[src/rtl/whackamole_core.sv]
// Whack-a-mole game core: round timer, single-mole spawner driven by a
// free-running LFSR, hit/miss scoring with saturation, optional wrong-press penalty.
//
// state | meaning
// IDLE  | waiting for start after reset
// PLAY  | round running, ticks count down time_left
// OVER  | round finished, results held until next start
module whackamole_core #(
  parameter int          NUM_MOLES  = 5,
  parameter int          SCORE_W    = 6,
  parameter int          GAME_TICKS = 60,
  parameter int          MOLE_LIFE  = 2,
  parameter int          PENALTY_EN = 0,
  parameter logic [15:0] LFSR_SEED  = 16'hACE1,
  localparam int         TW         = $clog2(GAME_TICKS + 1)
) (
  input  logic                 clock,
  input  logic                 reset,
  input  logic                 start,
  input  logic                 tick,
  input  logic [NUM_MOLES-1:0] hit,
  output logic [NUM_MOLES-1:0] mole_led,
  output logic [SCORE_W-1:0]   score,
  output logic [SCORE_W-1:0]   miss_count,
  output logic [TW-1:0]        time_left,
  output logic                 game_active,
  output logic                 game_over
);

  typedef enum logic [1:0] {IDLE, PLAY, OVER} state_t;

  localparam logic [3:0]           LAST_IDX  = 4'(NUM_MOLES - 1);
  localparam logic [3:0]           LIFE_INIT = 4'(MOLE_LIFE);
  localparam logic [TW-1:0]        TIME_INIT = TW'(GAME_TICKS);
  localparam logic [NUM_MOLES-1:0] LED_ONE   = NUM_MOLES'(1);
  localparam logic [SCORE_W-1:0]   SCORE_MAX = '1;

  state_t               state, state_nxt;
  logic [15:0]          lfsr;
  logic [3:0]           life, life_nxt;
  logic [3:0]           prev_idx, prev_nxt;
  logic [NUM_MOLES-1:0] led_nxt;
  logic [SCORE_W-1:0]   score_nxt, miss_nxt;
  logic [TW-1:0]        time_nxt;
  logic                 hit_ok, wrong_press, last_tick, spawn;
  logic [3:0]           idx_pick, spawn_idx;

  // Candidate spawn position; bumped by one so the same hole never lights twice in a row.
  assign idx_pick  = 4'(lfsr[7:0] % 8'(NUM_MOLES));
  assign spawn_idx = (idx_pick != prev_idx) ? idx_pick :
                     (idx_pick == LAST_IDX) ? 4'd0 : idx_pick + 4'd1;

  // Galois LFSR, taps 16,14,13,11; free-running so spawn positions vary with player timing.
  always_ff @(posedge clock or negedge reset) begin
    if (!reset) lfsr <= LFSR_SEED;
    else        lfsr <= {1'b0, lfsr[15:1]} ^ (lfsr[0] ? 16'hB400 : 16'h0000);
  end

  // Next-state and datapath decisions for the round.
  always_comb begin
    state_nxt   = state;
    led_nxt     = mole_led;
    score_nxt   = score;
    miss_nxt    = miss_count;
    time_nxt    = time_left;
    life_nxt    = life;
    prev_nxt    = prev_idx;
    hit_ok      = |(hit & mole_led);
    wrong_press = (|hit) && !hit_ok;
    last_tick   = tick && (time_left == TW'(1));
    spawn       = 1'b0;
    unique case (state)
      IDLE, OVER: begin
        if (start) begin
          state_nxt = PLAY;
          time_nxt  = TIME_INIT;
          score_nxt = '0;
          miss_nxt  = '0;
          led_nxt   = '0;
          life_nxt  = '0;
        end
      end
      PLAY: begin
        if (hit_ok) begin
          if (score != SCORE_MAX) score_nxt = score + SCORE_W'(1);
          led_nxt = '0;
        end else if (wrong_press && (PENALTY_EN != 0) && (score != '0)) begin
          score_nxt = score - SCORE_W'(1);
        end
        if (tick) begin
          time_nxt = time_left - TW'(1);
          // A hit in the same cycle suppresses both the miss and the respawn.
          if (!hit_ok && (mole_led != '0)) begin
            life_nxt = life - 4'd1;
            if (life == 4'd1) begin
              if (miss_count != SCORE_MAX) miss_nxt = miss_count + SCORE_W'(1);
              spawn = !last_tick;
            end
          end else if (!hit_ok) begin
            spawn = !last_tick;
          end
          if (spawn) begin
            led_nxt  = LED_ONE << spawn_idx;
            prev_nxt = spawn_idx;
            life_nxt = LIFE_INIT;
          end
          if (last_tick) begin
            state_nxt = OVER;
            led_nxt   = '0;
          end
        end
      end
      default: state_nxt = IDLE;
    endcase
  end

  // State and output registers; status flags are registered from the next state.
  always_ff @(posedge clock or negedge reset) begin
    if (!reset) begin
      state       <= IDLE;
      mole_led    <= '0;
      score       <= '0;
      miss_count  <= '0;
      time_left   <= '0;
      life        <= '0;
      prev_idx    <= '0;
      game_active <= 1'b0;
      game_over   <= 1'b0;
    end else begin
      state       <= state_nxt;
      mole_led    <= led_nxt;
      score       <= score_nxt;
      miss_count  <= miss_nxt;
      time_left   <= time_nxt;
      life        <= life_nxt;
      prev_idx    <= prev_nxt;
      game_active <= (state_nxt == PLAY);
      game_over   <= (state_nxt == OVER);
    end
  end

endmodule

[config.mk]
export PLATFORM = sky130hd
export DESIGN_NAME = whackamole_core
export DESIGN_NICKNAME = d
export VERILOG_FILES = /design/src/rtl/whackamole_core.sv
export SDC_FILE = /design/constraint.sdc
export NUM_CORES = 1
export LEC_CHECK = 0
export ABC_AREA = 1
export CORE_UTILIZATION = 38
export CTS_CLUSTER_SIZE = 30
export DETAILED_ROUTE_END_ITERATION = 10
export DONT_BUFFER_PORTS = 1
export SYNTH_ARGS = -nofsm -noshare
export SYNTH_HDL_FRONTEND = slang
export SYNTH_SLANG_ARGS = --single-unit
[constraint.sdc]
create_clock -name clock -period 8 [get_ports clock]
set_input_delay 1.6 -clock clock [delete_from_list [all_inputs] [get_ports clock]]
set_output_delay 1.6 -clock clock [all_outputs]
set_load 0.01 [all_outputs]
==> summary by stage <==
Outcome
The run finished with clean final reports.

Place
The count of port buffers added during placement is 0. Once placement finished, the instance area stood at 3405 µm². Prior to clock tree synthesis, the placed netlist has a worst setup slack of 3.573 ns. At the end of routability-driven placement, the weighted congestion stood at 0.8117. Detailed placement finished with a half-perimeter wire length of 5.072 mm.

Clock network
TritonCTS built the clock tree. The number of hold-repair buffers added at the cts stage is 0. In this run the post-CTS setup repair buffer count came out at 0. After clock tree synthesis, the clock-pin slew on the worst setup and hold paths is 0.10 ns. Clock latency on the worst-skew pair, taken at its later pin, is 0.30 ns. The CTS buffer count is 5.

The total number of H-tree levels is 2. The clock root buffer is clkbuf_8. The number of clock sinks seen by CTS is 51. Gates resized during post-CTS repair numbered 0. The buffer levels on the longest clock path is 2.

Setup path
The number of buffers and inverters on the critical path is 6. The critical path depth is 42. In this run the register-to-register setup slack is 3.53 ns. The critical-path cell with the highest stage delay is dfstp_2. The startpoint identified for the worst register-to-register timing path is lfsr[7]. In this run the worst path has a maximum fanout of 8. The critical path is of the reg2reg type. In this run the worst setup path terminates at mole_led[4]. Tracing the worst setup path back leads to its startpoint at lfsr[7]. Data arrives at the worst endpoint at 4.72 ns. For the worst setup path, the data required time is 8.25 ns. Measured in cells, the most critical reg-to-reg path has a length of 42. By instance count, the cell type seen most on the critical path is nand2_1. The worst setup path is captured at a flop.

The highest cell delay on the worst timing path is 0.61 ns. In this run the critical register-to-register path is captured at mole_led[4]. The sort of element at the start of the critical path is a flop. The kind of cell adding the most delay to the critical path is simple AND/OR/NAND/NOR gates.

STA
The hold violation count in the final report came to 0. The highest achievable clock rate is 0.2236 GHz. The worst setup skew after layout is 0.007442 ns. At the pin with the least slew margin, the transition time is 0.6076 ns. Setup violations remaining at the end of the flow were counted as 0. After layout, the worst path uses 55.91% of the clock period. The final worst setup slack is 3.527 ns. The clock period minus worst slack is 4.473 ns. For the final routed database, the setup TNS stands at 0 ns. Setup repair after global routing left no endpoint under its margin. Hold is met by 0.3597 ns. The max-slew violation total from the final report is 0. The max-slew headroom at the worst pin is 59.34%.

Power and ir drop
The maximum vdd drop is 0.1685 mV. The relative contribution of combinational cells to total power is 37.3%. The total internal power is 0.5236 mW. The relative contribution of sequential cells to total power is 46.3%. Net switching is 44.50% of the power. The part of the power in the clock network is 16.4%. The analysis attributes to net switching a power of 0.4198 mW. The power density normalized to cell area is 269.5 nW/µm².

The leakage power total is 1.829 nW.

GRT
The number of global-route vias before repair is 2,614. In the global route stage, overall resource usage came out at 16.10%. Summed over all layers, the global routing overflow is 0.

The maximum number of pins on one net before global-route repair is 52. The initial antenna violation count is 0. The first global-routing pass estimated 11.70 mm of wire.

Final layout
The finished layout cell area is 3501 µm². The post-route core utilization is 42.18%. The number of antenna diodes in the final layout is 0. From synthesis to final layout, the design area changed by 6.591%. In the final layout, the share of cells above drive strength 1 is 12.42%. At the end of the flow, the number of nets in the layout was 469.

Synth
Sorting the synthesized cells by area gives the leading types as dfrtp_1, nand2_1, inv_1, dfstp_2, nand3_1. The flip-flop and latch count after synthesis is 51. Each instance of the synthesized netlist takes up on average 7.364 µm². The post-synthesis async set-or-reset flop share is 100.0%. The cell area after technology mapping is 3284 µm². Synthesis instantiated 38 different standard cells from the library. The number of enable-type register cells in the synthesized netlist is 0. The post-synth net total is 465. The most used flip-flop cell after synthesis is dfrtp_1. Of the synthesized area, sequential elements account for 39.16%.

The largest total area in the synthesized netlist belongs to dfrtp_1. Yosys printed 0 warnings. The number of cells produced by synthesis is 446.

The top cell type by area accounts for 32.76% of the synthesized area.

Routing
For this block, the routed nets add up to 6.631 mm of wire. The count of antenna-violating nets left after detailed routing is 0. Dividing the detail-routed wire length by the instance count gives 11.93 µm. The first TritonRoute pass finished after 4 iterations. Using the TritonRoute via totals, the vias-per-cell ratio works out to 5.027. The DRC violation count after routing is 0. The number of DRC markers after the initial detailed-route iteration is 136. The total via count after detailed routing is 2,795.

Flow run
The count of max-cap constraint violations is 0.

Worst hold path
The number of cells on the worst hold path is 0. In this run the worst hold path is classified as reg2reg.

Die
The core outline area is 8299 µm². The starting utilization of the core area is 39.57%. The die covers 9019 µm².

The initialized floorplan defines 33 standard-cell rows. The height of the chip is 94.97 µm. The floorplan step set the die width to 94.97 µm. 34 I/O pins were placed.
-- sequential cells by signal, summed over array words and instances, names as in the netlist --
name,flops
game_active,1
game_over,1
lfsr,16
life,4
miss_count,6
mole_led,5
prev_idx,4
score,6
state,2
time_left,6
-- final cells by class --
| cell class | count | area [µm²] |
|---|---|---|
| Clock inverter | 3 | 27.53 |
| Sequential cell | 51 | 1286 |
| Multi-Input combinational cell | 327 | 1743 |
| Clock buffer | 5 | 68.82 |
| Fill cell | 837 | 4798 |
| Inverter | 65 | 244.0 |
| Tap cell | 105 | 131.4 |
-- per-stage QoR --
stage / total power [mW] / instances
after CTS: 0.9553 / 556
after global routing: 1.038 / 556
after detailed placement: 0.7933 / 548
after floorplan: 0.7097 / 446
final: 0.9434 / 556
after global placement: 0.7879 / 548
-- routing by layer --
metal / vias to the layer above / global-route usage [%] / share of wire (%)
met5: - / 0 / 0
met4: 0 / 3.030 / 0.27
met3: 2 / 3.865 / 4.6
met2: 45 / 27.22 / 47
met1: 1286 / 21.00 / 48
li1: 1462 / - / -
-- placed cells by master, fill, tap and decap left out, types with 2 or more instances in the layout --
cell type / Yosys / layout
a21oi_1: 21 / 21
a22o_1: 2 / 2
a31oi_1: 2 / 2
and3_1: 2 / 2
clkbuf_8: 0 / 5
dfrtp_1: 43 / 43
dfstp_2: 8 / 8
ha_1: 10 / 10
inv_1: 61 / 61
inv_2: 3 / 3
nand2_1: 121 / 121
nand2_2: 17 / 17
nand2_4: 4 / 4
nand3_1: 38 / 38
nand3_2: 4 / 4
nand3_4: 3 / 3
nand4_1: 14 / 14
nor2_1: 30 / 30
nor2_2: 2 / 2
nor2_4: 3 / 3
nor3_1: 7 / 7
o211ai_1: 2 / 2
o21a_1: 3 / 3
o21ai_0: 22 / 22
o21ai_1: 3 / 3
o21ai_2: 2 / 2
xor2_1: 5 / 5
-- worst register-to-register path: cells and delay by family, from the launching register on --
family | cells | cell delay (ns)
flops | 1 | 0.61
compound gates | 1 | 0.17
simple gates | 33 | 2.81
buf+inv | 6 | 0.44
fa+ha+maj | 2 | 0.40
-- synth_stat cells, types with 2 or more instances --
library cell / instances
a21oi_1: 21
a22o_1: 2
a31oi_1: 2
and3_1: 2
clkbuf_1: 3
dfrtp_1: 43
dfstp_2: 8
ha_1: 10
inv_1: 61
inv_2: 3
nand2_1: 121
nand2_2: 17
nand2_4: 4
nand3_1: 38
nand3_2: 4
nand3_4: 3
nand4_1: 14
nor2_1: 30
nor2_2: 2
nor2_4: 3
nor3_1: 7
o211ai_1: 2
o21a_1: 3
o21ai_0: 22
o21ai_1: 3
o21ai_2: 2
xor2_1: 5
-- power groups by stage --
stage,Clock [mW],Sequential [mW],Combinational (mW)
CTS,0.163,0.438,0.355
detailed placement,0,0.441,0.352
global placement,0,0.442,0.346
finish,0.154,0.437,0.352
global route,0.173,0.450,0.415
floorplan,0,0.418,0.292
-- worst min path at each step --
stage,start,end,slack [ns]
floorplan,lfsr[9],lfsr[8],0.33
finish,lfsr[9],lfsr[8],0.36
CTS,lfsr[9],lfsr[8],0.36
global placement,lfsr[12],lfsr[11],0.34
global route,lfsr[12],lfsr[11],0.38
detailed placement,lfsr[8],lfsr[7],0.34
-- cell families after synthesis --
kind of cell | share of synthesized area [%]
compound gates | 11.01
xor+xnor | 1.333
fa+ha+maj | 3.810
buf+inv | 7.771
flops | 39.16
simple gates | 36.91
Note: power is estimated with default switching activity, not from simulation.
